[src/rtl/binary_to_bcd_digits.sv]
// Sequential binary-to-BCD converter (double-dabble, one bit per clock) feeding
// the calculator's seven-segment display decoder with digits and Zero/Overflow flags.
module binary_to_bcd_digits #(
  parameter int WIDTH     = 8,
  parameter int MAX_VALUE = 255
) (
  input  logic             clock,
  input  logic             reset,
  input  logic             start,
  input  logic [WIDTH-1:0] value,
  input  logic             overflow_in,
  output logic             busy,
  output logic             done,
  output logic [3:0]       Units,
  output logic [3:0]       Tens,
  output logic [1:0]       Hundreds,
  output logic             Zero,
  output logic             Overflow,
  output logic             debug_state
);

  // Handshake: start is sampled only while busy=0; the accepting edge raises busy,
  // and WIDTH edges later done pulses for one cycle with the new digits while busy
  // falls. start seen while busy=1 is dropped, never queued. The edge on which done
  // is high can already accept the next start.

  typedef enum logic {
    IDLE  = 1'b0,
    SHIFT = 1'b1
  } state_t;

  localparam logic [9:0] MAX_V = 10'(MAX_VALUE);

  state_t           state;
  state_t           state_next;
  logic [WIDTH-1:0] bin_q;
  logic [9:0]       bcd_q;   // {H[1:0], T[3:0], U[3:0]}
  logic [3:0]       cnt_q;
  logic             ovf_q;

  logic [3:0]       u_adj;
  logic [3:0]       t_adj;
  logic [9:0]       bcd_step;
  logic             last_step;
  logic             final_ovf;

  always_comb begin
    u_adj     = (bcd_q[3:0] >= 4'd5) ? bcd_q[3:0] + 4'd3 : bcd_q[3:0];
    t_adj     = (bcd_q[7:4] >= 4'd5) ? bcd_q[7:4] + 4'd3 : bcd_q[7:4];
    bcd_step  = {bcd_q[8], t_adj, u_adj, bin_q[WIDTH-1]};
    last_step = (state == SHIFT) && (cnt_q == 4'(WIDTH - 1));
    // A hundreds digit of 3+ (or one shifted out of the 2-bit field) is overflow.
    final_ovf = ovf_q | bcd_q[9] | (bcd_step[9:8] == 2'b11);
  end

  // State register
  always_ff @(posedge clock or posedge reset) begin
    if (reset) state <= IDLE;
    else       state <= state_next;
  end

  // Next-state logic
  always_comb begin
    state_next = state;
    case (state)
      IDLE:    if (start)     state_next = SHIFT;
      SHIFT:   if (last_step) state_next = IDLE;
      default:                state_next = IDLE;
    endcase
  end

  // Output logic
  always_comb begin
    busy        = (state == SHIFT);
    debug_state = state;
  end

  // Datapath and registered result; result registers move only on the final step.
  always_ff @(posedge clock or posedge reset) begin
    if (reset) begin
      bin_q    <= '0;
      bcd_q    <= '0;
      cnt_q    <= '0;
      ovf_q    <= 1'b0;
      done     <= 1'b0;
      Units    <= '0;
      Tens     <= '0;
      Hundreds <= '0;
      Zero     <= 1'b0;
      Overflow <= 1'b0;
    end else begin
      done <= 1'b0;
      case (state)
        IDLE: begin
          if (start) begin
            bin_q <= value;
            bcd_q <= '0;
            cnt_q <= '0;
            ovf_q <= overflow_in | (10'(value) > MAX_V);
          end
        end
        SHIFT: begin
          bin_q <= bin_q << 1;
          bcd_q <= bcd_step;
          cnt_q <= cnt_q + 4'd1;
          if (last_step) begin
            done     <= 1'b1;
            Overflow <= final_ovf;
            Zero     <= (bcd_step == 10'd0) && !final_ovf;
            if (final_ovf) begin
              Units    <= '0;
              Tens     <= '0;
              Hundreds <= '0;
            end else begin
              Units    <= bcd_step[3:0];
              Tens     <= bcd_step[7:4];
              Hundreds <= bcd_step[9:8];
            end
          end
        end
        default: ;
      endcase
    end
  end

endmodule

[config.mk]
export PLATFORM = sky130hd
export DESIGN_NAME = binary_to_bcd_digits
export DESIGN_NICKNAME = d
export VERILOG_FILES = /design/src/rtl/binary_to_bcd_digits.sv
export SDC_FILE = /design/constraint.sdc
export NUM_CORES = 1
export LEC_CHECK = 0
export CORE_MARGIN = 2
export CORE_UTILIZATION = 47
export DETAILED_ROUTE_END_ITERATION = 8
export GPL_ROUTABILITY_DRIVEN = 1
export HOLD_SLACK_MARGIN = 0.08
export PLACE_DENSITY = 0.74
export SETUP_SLACK_MARGIN = 0.2
export SYNTH_ARGS = -nofsm -noshare
export SYNTH_HDL_FRONTEND = slang
export SYNTH_SLANG_ARGS = --single-unit
[constraint.sdc]
create_clock -name clock -period 1.9 [get_ports clock]
set_clock_uncertainty 0.05 [all_clocks]
set_input_delay 0.475 -clock clock [delete_from_list [all_inputs] [get_ports clock]]
set_output_delay 0.475 -clock clock [all_outputs]
set_load 0.03 [all_outputs]
==> impl_results.md <==
* Die Wd at 64.77 um
* Worst EP arrival at 2.05 ns
* Initial Util at 48.13%
* Endpoints failing setup at 1
* Initial DRT Pass Iterations at 4
* CTS Sinks at 37
* Achievable frequency at 523.5 MHz
* Layout Cells excl Fill at 260
* CP Launch Type: register
* Crit-path max FO at 4
* Fillcell total at 285
* Synth Flop Type: dfrtp_1
* Critical Path RT at 2.04 ns
* Post-Syn Area at 1735 um^2
* Slew headroom at 68.23%
* Layout Utilization at 67.59%
* DP Cell Count at 241
* Pwr Density at 1834 nW/um^2
* CTS tree: built
* Final Hold Vio Count at 0
* # DRC at 0
* Violated checks: setup timing
* Vias in the first global route at 1,377
* Total grt overflow at 0
* Post-place instance area at 2148 um^2
* Post-DP HPWL at 2466 um
* GR Util met1 at 22.78%
* Design area at 2437 um^2
* Vias/cell at 5.400
* Tmin final at 1.910 ns
* Final ANT Viol Nets at 0
* Cells after Synth at 164
* CTS Buf Count at 5
* PnR worst setup slack at -0.01016 ns
* Synthesized area per cell at 10.58 um^2
* GRT met2 Usage at 33.89%
* Worst-Margin Slew at 0.4766 ns
* GR Util All Layers at 19.53%
* Number of diodes at 0
* I/O pins at 27
* Synth unique cells at 29
* DR WL/cell at 14.68 um
* Hold WC Path Type: reg -> reg
* Die area at 4195 um^2
* Setup CP Type: reg -> reg
* Share of flip-flops with an asynchronous set or reset at 100.0%
* Core Area at 3606 um^2
* Initial antenna violation count at 0
* Input/output buffers at 26
* Status: finished with violations
* Initial DRC count at 81
* Unrepaired setup endpoints after global routing: true
* Setup TNS at -0.01016 ns
* Layout area overhead at 40.45%
* Die H at 64.77 um
* Worst-path clk slew at 0.07 ns
* Worst-Skew Late Latency at 0.28 ns
* Clk buf depth at 2
* Clock Tree Root: clkbuf_8
* Ys Warns at 0
* Largest net degree at the start of global routing at 45
* Routability cong. at 0.8128
* Fraction of layout cells with a size suffix above 1 at 29.25%
* EDFF count, synth at 0
* Final period util at 100.5%
* Max VDD drop at 804.4 uV
* Leak pwr at 1.137 nW
* Layout Nets at 229
* Cell Rows at 22
* CP endpoint kind: register
* Met3 Use GR at 4.167%
* DRT Wirelength at 3816 um
* Global routing's busiest layer: met2
* H-tree depth at 2
* Global-route wire length before repair at 6244 um
* Max cap viols at 0
* Via count at 1,404
* Sequential area share after synthesis at 53.35%
* Slew Viols, Final at 0
* Synthesis-stage register bit count at 37
* Syn Nets at 181
## cells in the final DEF, fill, tap and decap left out, types with 3 or more instances in the layout
master / count
buf_4: 21
clkdlybuf4s50_1: 11
buf_6: 3
inv_1: 4
a21oi_1: 7
nand2_1: 21
mux2i_1: 12
a22o_1: 5
o31ai_1: 4
nor3b_1: 4
o21ai_1: 7
nor2_1: 3
clkbuf_8: 6
nand2b_1: 7
dlygate4sd2_1: 13
inv_2: 4
ha_4: 4
o21ai_0: 6
o21ai_2: 6
dfrtp_1: 36
## registers in the layout (all words and copies together), names as in the netlist
register  cells
Units         4
Zero          1
cnt_q         4
ovf_q         1
Tens          4
Hundreds      2
Overflow      1
bcd_q        10
bin_q         8
busy          1
done          1
## worst max-delay path: stages (launching register included)
cell and delay (ns):
dfrtp_1 0.39, inv_2 0.14, ha_4 0.17, nand2b_4 0.06, a21oi_4 0.21, xnor2_2 0.10, or4_4 0.53, o31ai_2 0.18
## cell families after synthesis
logic type,after synthesis,share of synthesized area (%)
AND/OR/NAND/NOR,46,13.92
adder cells (fa/ha/maj),5,3.605
flip-flops,37,53.35
buffers and inverters,16,3.678
multiplexers,15,8.796
AO/OA/AOI/OAI,43,15.64
XOR/XNOR,2,1.010
## worst paths after layout
path,from,to,slack (ns),cells after the start
min in group asynchronous,reset,bin_q[4],0.55,3
max,bcd_q[1],Zero,-0.01,7
max in group asynchronous,reset,bcd_q[4],0.90,3
min reg2reg,cnt_q[3],cnt_q[3],0.42,1
min,cnt_q[3],cnt_q[3],0.42,1
max reg2reg,bcd_q[1],Zero,-0.01,7
## report_power, final
group          leakage (nW)  internal (mW)  switching (mW)  total, mW
logic                 0.618           1.19            1.32       2.51
registers             0.475           1.13           0.297       1.42
clock network        0.0443          0.287           0.252      0.539
total                  1.14           2.60            1.87       4.47
## stage by stage
stage	setup slack [ns]	hold WS (ns)	power [mW]
6_report	-0.01016	0.4175	4.470
5_1_grt	-0.04509	0.4397	4.795
2_1_floorplan	0.08729	0.3920	2.794
3_3_place_gp	0.05673	0.4032	3.411
4_1_cts	0.04000	0.4181	4.129
3_5_place_dp	-0.01143	0.4090	3.512
## what timing repair did
action / 4_1_cts / 5_1_grt
pin swaps: 4 / 6
setup endpoints to repair: 27 / 15
setup buffers: 5 / 7
gates resized for setup: 23 / 22
hold buffers: 0 / 0
## metal layers
layer | vias up | part of all wire, %
met1 | 696 | 44
met5 | - | 0
met4 | 0 | 1.8
li1 | 666 | -
met2 | 33 | 51
met3 | 9 | 3.9
## layout make-up
| cell class | instances | area, um^2 | share of cell area (%) |
|---|---|---|---|
| clock buffer | 7 | 86.33 | 3.542 |
| inverter | 8 | 30.03 | 1.232 |
| multi-input combinational | 111 | 898.4 | 36.86 |
| sequential | 37 | 927.1 | 38.04 |
| tap | 48 | 60.06 | 2.464 |
| timing repair buffer | 49 | 435.4 | 17.86 |
## synth_stat cells, types with 3 or more instances
cell type	instances	area share, %
dfrtp_1	37	53
nand2b_1	8	2.9
o21ai_1	13	3.7
nor2_1	3	0.65
clkbuf_1	7	1.5
inv_1	8	1.7
nor3b_1	4	1.7
mux2i_1	13	7.5
nand2_1	21	4.5
a21oi_1	9	2.6
ha_1	5	3.6
o31ai_1	4	1.7
a22o_1	5	2.5
o21ai_0	7	2.0
(Power assumes the default switching activity.)
